`config.mk`:
```
export PLATFORM = sky130hd
export DESIGN_NAME = motion_highlight
export DESIGN_NICKNAME = d
export VERILOG_FILES = /design/src/rtl/motion_pkg.sv /design/src/rtl/motion_frame_counter.sv /design/src/rtl/motion_highlight.sv
export SDC_FILE = /design/constraint.sdc
export NUM_CORES = 1
export LEC_CHECK = 0
export CAP_MARGIN = 40
export CORE_ASPECT_RATIO = 0.7
export CORE_UTILIZATION = 30
export CTS_CLUSTER_SIZE = 14
export DETAILED_ROUTE_END_ITERATION = 12
export HOLD_SLACK_MARGIN = 0.06
export PLACE_DENSITY = 0.63
export SLEW_MARGIN = 40
export SYNTH_ARGS = -nofsm -noshare
export SYNTH_HDL_FRONTEND = slang
export SYNTH_SLANG_ARGS = --single-unit
```
`constraint.sdc`:
```
create_clock -name clock -period 5.94 [get_ports clock]
set_input_delay 0.594 -clock clock [delete_from_list [all_inputs] [get_ports clock]]
set_output_delay 0.594 -clock clock [all_outputs]
set_load 0.02 [all_outputs]
```
`src/rtl/motion_pkg.sv`:
```
// motion_pkg: definitions shared by the motion-detection pipeline.
//   - READ/WRITE state encoding used by the highlight stage
//   - pixel width and the all-zero "static" mask word
//   - default frame geometry, also used by the background-subtract stage
//   - blend_pixel(): per-byte average of two RGB words, used only when
//     MOTION_HIGHLIGHT_BLEND_EN is defined
package motion_pkg;

    localparam int PIXEL_W        = 24;
    localparam int DEFAULT_WIDTH  = 720;
    localparam int DEFAULT_HEIGHT = 540;

    localparam logic [PIXEL_W-1:0] MASK_STATIC = 24'h000000;

    typedef enum logic [1:0] {
        READ  = 2'd0,
        WRITE = 2'd1
    } motion_state_e;

    // Two-bit state constants. The two unused codes exist so that a
    // corrupted state register has somewhere to go and recover from.
    localparam logic [1:0] ST_READ  = READ;
    localparam logic [1:0] ST_WRITE = WRITE;

    // Average each byte of a and b. The 9-bit sum keeps the carry, and
    // dropping its LSB is the divide-by-two.
    function automatic logic [PIXEL_W-1:0] blend_pixel(
        input logic [PIXEL_W-1:0] a,
        input logic [PIXEL_W-1:0] b
    );
        logic [8:0]         sum;
        logic [PIXEL_W-1:0] res;
        res = '0;
        for (int i = 0; i < 3; i++) begin
            sum = {1'b0, a[8*i +: 8]} + {1'b0, b[8*i +: 8]};
            res[8*i +: 8] = sum[8:1];
        end
        return res;
    endfunction

endpackage

```
`src/rtl/motion_frame_counter.sv`:
```
// motion_frame_counter: per-frame pixel and motion statistics.
// Ports:
//   clock, reset  - rising-edge clock, synchronous active-high reset
//   push          - one output pixel has been written this cycle
//   motion        - the pixel being pushed was a motion pixel
//   motion_count  - motion pixels in the last completed frame (held)
//   frame_done    - one-cycle pulse in the cycle after the frame's last push
module motion_frame_counter #(
    parameter int FRAME_PIXELS = 8,
    parameter int COUNT_W      = 4
) (
    input  logic               clock,
    input  logic               reset,
    input  logic               push,
    input  logic               motion,
    output logic [COUNT_W-1:0] motion_count,
    output logic               frame_done
);

    localparam logic [COUNT_W-1:0] LAST_PIX = COUNT_W'(FRAME_PIXELS - 1);

    logic [COUNT_W-1:0] pix_cnt;
    logic [COUNT_W-1:0] run_cnt;
    logic [COUNT_W-1:0] run_next;

    // Running count including the pixel being pushed right now; this is
    // what gets latched when the push closes a frame.
    assign run_next = run_cnt + COUNT_W'(motion);

    always_ff @(posedge clock) begin
        if (reset) begin
            pix_cnt      <= '0;
            run_cnt      <= '0;
            motion_count <= '0;
            frame_done   <= 1'b0;
        end else begin
            frame_done <= 1'b0;
            if (push) begin
                if (pix_cnt == LAST_PIX) begin
                    pix_cnt      <= '0;
                    run_cnt      <= '0;
                    motion_count <= run_next;
                    frame_done   <= 1'b1;
                end else begin
                    pix_cnt <= pix_cnt + COUNT_W'(1);
                    run_cnt <= run_next;
                end
            end
        end
    end

endmodule

```
`src/rtl/motion_highlight.sv`:
```
// motion_highlight: reader of the motion-mask FIFO. Each transaction pops one
// mask word and one original pixel together, then pushes either the original
// pixel (static mask) or the highlight colour (motion mask) to the output FIFO.
// Per-frame motion statistics come from motion_frame_counter.
//
// Handshake: all FIFOs are show-ahead, so dout is valid whenever empty=0.
// rd_en / wr_en are combinational and high only in the cycle the word
// actually moves. The mask and frame FIFOs are always popped together, and
// only when both are non-empty. Nothing moves while reset is high.
//
// Build option: MOTION_HIGHLIGHT_BLEND_EN - when defined, motion pixels are
// the per-byte average of the original pixel and HL_COLOR instead of HL_COLOR.
//
// Ports:
//   clock, reset          - rising-edge clock, synchronous active-high reset
//   mask_rd_en/empty/dout - mask FIFO (all-zero word = static)
//   fr_rd_en/empty/dout   - original-frame FIFO
//   out_wr_en/full/din    - output FIFO; out_din is zero when not writing
//   motion_count          - motion pixels in the last completed frame
//   frame_done            - pulse after the last pixel of a frame is written
//   state_dbg             - current FSM state (ST_READ / ST_WRITE)
module motion_highlight
    import motion_pkg::*;
#(
    parameter int                 WIDTH    = DEFAULT_WIDTH,
    parameter int                 HEIGHT   = DEFAULT_HEIGHT,
    parameter logic [PIXEL_W-1:0] HL_COLOR = 24'h0000FF,
    parameter int                 COUNT_W  = $clog2(WIDTH * HEIGHT + 1)
) (
    input  logic               clock,
    input  logic               reset,
    output logic               mask_rd_en,
    input  logic               mask_empty,
    input  logic [PIXEL_W-1:0] mask_dout,
    output logic               fr_rd_en,
    input  logic               fr_empty,
    input  logic [PIXEL_W-1:0] fr_dout,
    output logic               out_wr_en,
    input  logic               out_full,
    output logic [PIXEL_W-1:0] out_din,
    output logic [COUNT_W-1:0] motion_count,
    output logic               frame_done,
    output logic [1:0]         state_dbg
);

    logic [1:0]         state;
    logic [PIXEL_W-1:0] pix;
    logic               motion_flag;
    logic               pop;
    logic               push;
    logic               is_motion;
    logic [PIXEL_W-1:0] motion_pix;
    logic [PIXEL_W-1:0] next_pix;

    assign is_motion = (mask_dout != MASK_STATIC);

`ifdef MOTION_HIGHLIGHT_BLEND_EN
    assign motion_pix = blend_pixel(fr_dout, HL_COLOR);
`else
    assign motion_pix = HL_COLOR;
`endif

    assign next_pix = is_motion ? motion_pix : fr_dout;

    // Strobes require an exact state match, so an illegal state code
    // produces no transfers while it recovers to READ.
    assign pop  = !reset && (state == ST_READ) && !mask_empty && !fr_empty;
    assign push = !reset && (state == ST_WRITE) && !out_full;

    assign mask_rd_en = pop;
    assign fr_rd_en   = pop;
    assign out_wr_en  = push;
    assign out_din    = push ? pix : '0;
    assign state_dbg  = state;

    always_ff @(posedge clock) begin
        if (reset) begin
            state       <= ST_READ;
            pix         <= '0;
            motion_flag <= 1'b0;
        end else begin
            case (state)
                ST_READ: begin
                    if (pop) begin
                        pix         <= next_pix;
                        motion_flag <= is_motion;
                        state       <= ST_WRITE;
                    end
                end
                ST_WRITE: begin
                    if (push) begin
                        state <= ST_READ;
                    end
                end
                default: begin
                    state <= ST_READ;
                end
            endcase
        end
    end

    motion_frame_counter #(
        .FRAME_PIXELS(WIDTH * HEIGHT),
        .COUNT_W     (COUNT_W)
    ) u_frame_counter (
        .clock       (clock),
        .reset       (reset),
        .push        (push),
        .motion      (motion_flag),
        .motion_count(motion_count),
        .frame_done  (frame_done)
    );

endmodule

```
Word-level counts from Yosys, hierarchy flattened
Cells that the tools add are included.

Add/sub/neg operators: 2. $mul: 0. Divide/modulo/power cells: 0. $lt $le $gt $ge: 0. Eq/ne operators: 4. Shift-type cells: 0. Muxes and demuxes: 8. Bitwise gates (word level): 1. Reductions and logical operators: 15.

Operator list (count): $mux 24 (2); $mux 19 (2); $reduce_bool 24->1 (1); $add 19x1->19 (1); $add 19x1->19 const B (1); $eq 19x19->1 const B (1); $reduce_and 2->1 (3); $logic_and 1x1->1 (5); $logic_not 1->1 (4); $mux 2 (2); $ne 2x2->1 const B (2); $pmux 2 s2 (1); $eq 2x1->1 const B (1); $logic_not 2->1 (1); $reduce_or 2->1 (1); $mux 1 (1); $not 1->1 (1).

Flip-flop bits (word level): 85. Bits in latches: 0. RAM bits: 0. ROM bits: 0. Input bits: 53. Output and inout port bits: 49. Logic and storage cells: 37. Memories kept: 0.

Longest topological paths before layout
Depth in word-level cells: 6. Mapped depth: 10. Gate-level depth less buffers: 7.

By module
From an unflattened synthesis, not the netlist that was laid out.

Cell total of the unflattened synthesis: 459. Area total of the unflattened synthesis: 4050.1 sq um.

By module, submodules not included: motion_frame_counter (times used 1, cells each 319, area an instance 2776.4 sq um); motion_highlight (times used 1, cells each 140, area an instance 1273.7 sq um).

Worst setup path before layout
Ideal clock, no wire load.

Path type: input-to-output. From: input reset. To: output out_din[14]. Arrival: 1.990 ns. Data required time: 5.346 ns. Path slack: 3.356 ns. Cell stages on the path: 6. Buffers on the path: 3. Cell sequence: buf_6 -> or3b_1 -> buf_6 -> inv_1 -> clkbuf_1 -> and2_1.

Word-level cells in the longest chain between the ends: 4.

RTL lines: from (decl) (line motion_highlight.sv:31) `input logic reset,`; $logic_not 1->1 (line motion_highlight.sv:68) `assign push = !reset && (state == ST_WRITE) && !out_full;`; $logic_and 1x1->1 (2 in series) (line motion_highlight.sv:68); via out_wr_en (line motion_highlight.sv:38) `output logic out_wr_en,`; $mux 24 (line motion_highlight.sv:73) `assign out_din = push ? pix : '0;`; to (decl) (line motion_highlight.sv:40) `output logic [PIXEL_W-1:0] out_din,`.

The timed path passes the listed nets, and every way through them passes these cells.

Final worst setup path
From: input reset. To: output mask_rd_en.

Word-level cells in the longest chain between the ends: 4.

RTL lines: $logic_not 1->1 (line motion_highlight.sv:67) `assign pop = !reset && (state == ST_READ) && !mask_empty && !fr_empty;`; $logic_and 1x1->1 (3 in series) (line motion_highlight.sv:67); to (decl) (line motion_highlight.sv:32) `output logic mask_rd_en,`.

Every way passes these cells.

==> impl_metrics.json <==
{
  "clockRootBuffer": "clkbuf_16",
  "ys.flop_type": "dfxtp_1",
  "yosys_warnings": 0,
  "period_share_pct": 58.1,
  "cts_resized": 0,
  "worstPathArrival_ps": 2860,
  "fp.dieH_um": 96.6,
  "numClockSinks": 84,
  "synthAdderAreaFrac_pct": 0.978,
  "dieWidth_um": 137,
  "finalNetCount": 584,
  "start_util_pct": 30.8,
  "n_antenna_cell": 0,
  "cts_made_buffers": 9,
  "routed_wl_mm": 9.52,
  "num_rows": 34,
  "synth_area_leader_cell": "dfxtp_1",
  "dp.final_hpwl_mm": 6.78,
  "io_buffers": 100,
  "grt_max_degree": 53,
  "grt_pass1_vias": 3215,
  "powerDensity_nw_per_um2": 231,
  "min_to": "u_frame_counter.motion_count[1]",
  "vias": 3384,
  "num_io_pins": 102,
  "fmax_mhz": 290,
  "antenna_found_initial": 0,
  "drc": 0,
  "synth_simple_gate_area_share_pct": 27.1,
  "core-area_um2": 12500,
  "holdPathStages": 2,
  "skew_ps": 7.23,
  "cp_max_fo": 52,
  "drv_slew": 0,
  "syn_avg_cell_area_um2": 8.68,
  "postCtsSetupBuffers": 0,
  "setup_tns_ps": 0,
  "drv_cap": 0,
  "r2r_slack_ps": 3320,
  "clkSlewWorstSetupHoldPaths_ps": 60,
  "min_from": "u_frame_counter.motion_count[1]",
  "cts_tree": "yes",
  "clock_latency_ps": 340,
  "wl_per_cell_um": 13.7,
  "critPathRequiredTime_ps": 5350,
  "critPathCaptureType": "primary output",
  "synthTopCellsByArea": "dfxtp_1, nor2_1, xor2_1",
  "overflow": 0,
  "async_flop_share_pct": 0,
  "r2r-end": "u_frame_counter.pix_cnt[7]",
  "die-area_um2": 13300,
  "grt_util_all_layers_pct": 15.0,
  "synth-seq-cells": 84,
  "crit-reg2reg-launch": "state_dbg[0]",
  "synth_area_um2": 3840,
  "fin_util_pct": 41.8,
  "layout-drive-gt1-share_pct": 6.00,
  "ir_drop_mv": 0.146,
  "hp-class": "register to register",
  "synth_top_family_by_area": "simple AND/OR/NAND/NOR gates",
  "ys_seq_area_share_pct": 43.8,
  "status": "completed",
  "first_iter_violations": 218,
  "synth_xor_area_share_pct": 7.76,
  "synth_compound_area_share_pct": 13.8,
  "period_needed_ps": 3450,
  "grt_pass1_wl_mm": 15.6,
  "crit_type": "primary input to primary output",
  "synth.area.mux_share_pct": 1.30,
  "synth_edf_count": 0,
  "ant_nets": 0,
  "setup_violations": 0,
  "slew-limit-headroom_pct": 54.5,
  "htreeDepth": 3,
  "synth_top_area_share_pct": 43.8,
  "ys_types": 49,
  "tightestPinTransition_ps": 677,
  "synthCells": 442,
  "vias_per_cell": 4.87,
  "rr_worst_depth": 5,
  "hold_buffers": 0,
  "firstDrtPassIters": 5,
  "power.leakage_nw": 1.81,
  "areaGrowthSynthToFinish_pct": 35.9,
  "synth_nets": 498,
  "rsz0062_at_grt": "no",
  "hold_viol_final": 0,
  "gp_congestion": 0.766,
  "cts_buffer_depth": 2,
  "cp-start-kind": "primary input"
}
-- cells in the mapped netlist (all sizes together), types with 7 or more instances --
| cell | count |
|---|---|
| dfxtp | 84 |
| nor2 | 64 |
| o21ai | 27 |
| nand2 | 26 |
| a21oi | 25 |
| xor2 | 18 |
| and2 | 17 |
| clkbuf | 17 |
| nand3b | 17 |
| a22oi | 16 |
| nand3 | 16 |
| xnor2 | 16 |
| buf | 12 |
| nand2b | 11 |
| nand4 | 11 |
| inv | 9 |
| a211oi | 7 |
-- final cells by class --
cell class / instances / area, µm²
clock buffer: 12 / 256
sequential: 84 / 1680
tap: 162 / 203
clock inverter: 4 / 47.5
fill: 1201 / 7250
multi-input combinational: 320 / 1960
timing repair buffer: 104 / 1030
inverter: 9 / 33.8
-- cell families after synthesis --
kind of cell	Yosys count
mux	5
fa+ha+maj	3
simple gates	192
other cells	1
buf+inv	38
compound gates	85
flops	84
xor+xnor	34
-- where the power goes --
| part | switching (mW) | internal [mW] | total (mW) |
|---|---|---|---|
| Sequential | 0.00225 | 0.569 | 0.572 |
| Combinational | 0.0292 | 0.0415 | 0.0706 |
| Clock | 0.214 | 0.347 | 0.561 |
-- stage by stage --
step / std cells / setup WS (ps) / hold slack [ps] / power [mW] / cell area, µm²
2_1_floorplan: 442 / 3360 / 441 / 0.612 / 3840
3_3_place_gp: 678 / 2530 / 448 / 0.653 / 4900
3_5_place_dp: 678 / 2480 / 449 / 0.655 / 4900
4_1_cts: 694 / 2480 / 458 / 1.22 / 5200
5_1_grt: 695 / 2390 / 493 / 1.25 / 5220
6_report: 695 / 2490 / 455 / 1.20 / 5220
-- worst max path at each step --
stage	startpoint	endpoint	slack, ps	depth (start not counted)
floorplan	reset	out_din[14]	3360	6
global placement	reset	mask_rd_en	2530	5
detailed placement	reset	mask_rd_en	2480	5
CTS	reset	mask_rd_en	2480	5
global route	reset	mask_rd_en	2390	5
finish	reset	mask_rd_en	2490	5
-- worst max-delay path, cell delays in order --
cell and delay (ps):
clkdlybuf4s50_1 410, buf_4 290, or4_4 750, inv_1 170
clkdlybuf4s50_1 630
-- cells in the final DEF (no fill, tap or decap), types with 3 or more instances in the layout --
master,synthesis,routed
clkdlybuf4s50_1,0,100
dfxtp_1,84,84
nor2_1,63,63
o21ai_0,27,27
nand2_1,25,25
a21oi_1,25,24
xor2_1,18,18
and2_1,17,17
nand3b_1,17,17
nand3_1,16,16
xnor2_1,16,16
a22oi_1,16,16
nand2b_1,11,11
nand4_1,11,11
clkbuf_16,0,9
inv_1,8,8
and3_1,5,5
mux2i_1,5,5
nor4_1,4,4
a22o_1,4,4
a211oi_1,4,4
buf_4,3,4
or4_1,3,3
nor3_1,3,3
a211oi_2,3,3
ha_1,3,3
-- state kept, by name (all words and copies together) (netlist names) --
| name | count |
|---|---|
| pix | 24 |
| u_frame_counter.motion_count | 19 |
| motion_flag | 1 |
| u_frame_counter.pix_cnt | 19 |
| state_dbg | 1 |
| u_frame_counter.frame_done | 1 |
| u_frame_counter.run_cnt | 19 |
-- routing by layer --
layer | up-vias | global-route usage [%] | wire, µm
met5 | - | 0 | 0
met1 | 1559 | 19.2 | 4400
met4 | 0 | 7.02 | 159
met3 | 12 | 5.08 | 598
li1 | 1702 | - | -
met2 | 111 | 22.6 | 4360
(Power assumes the default switching activity.)
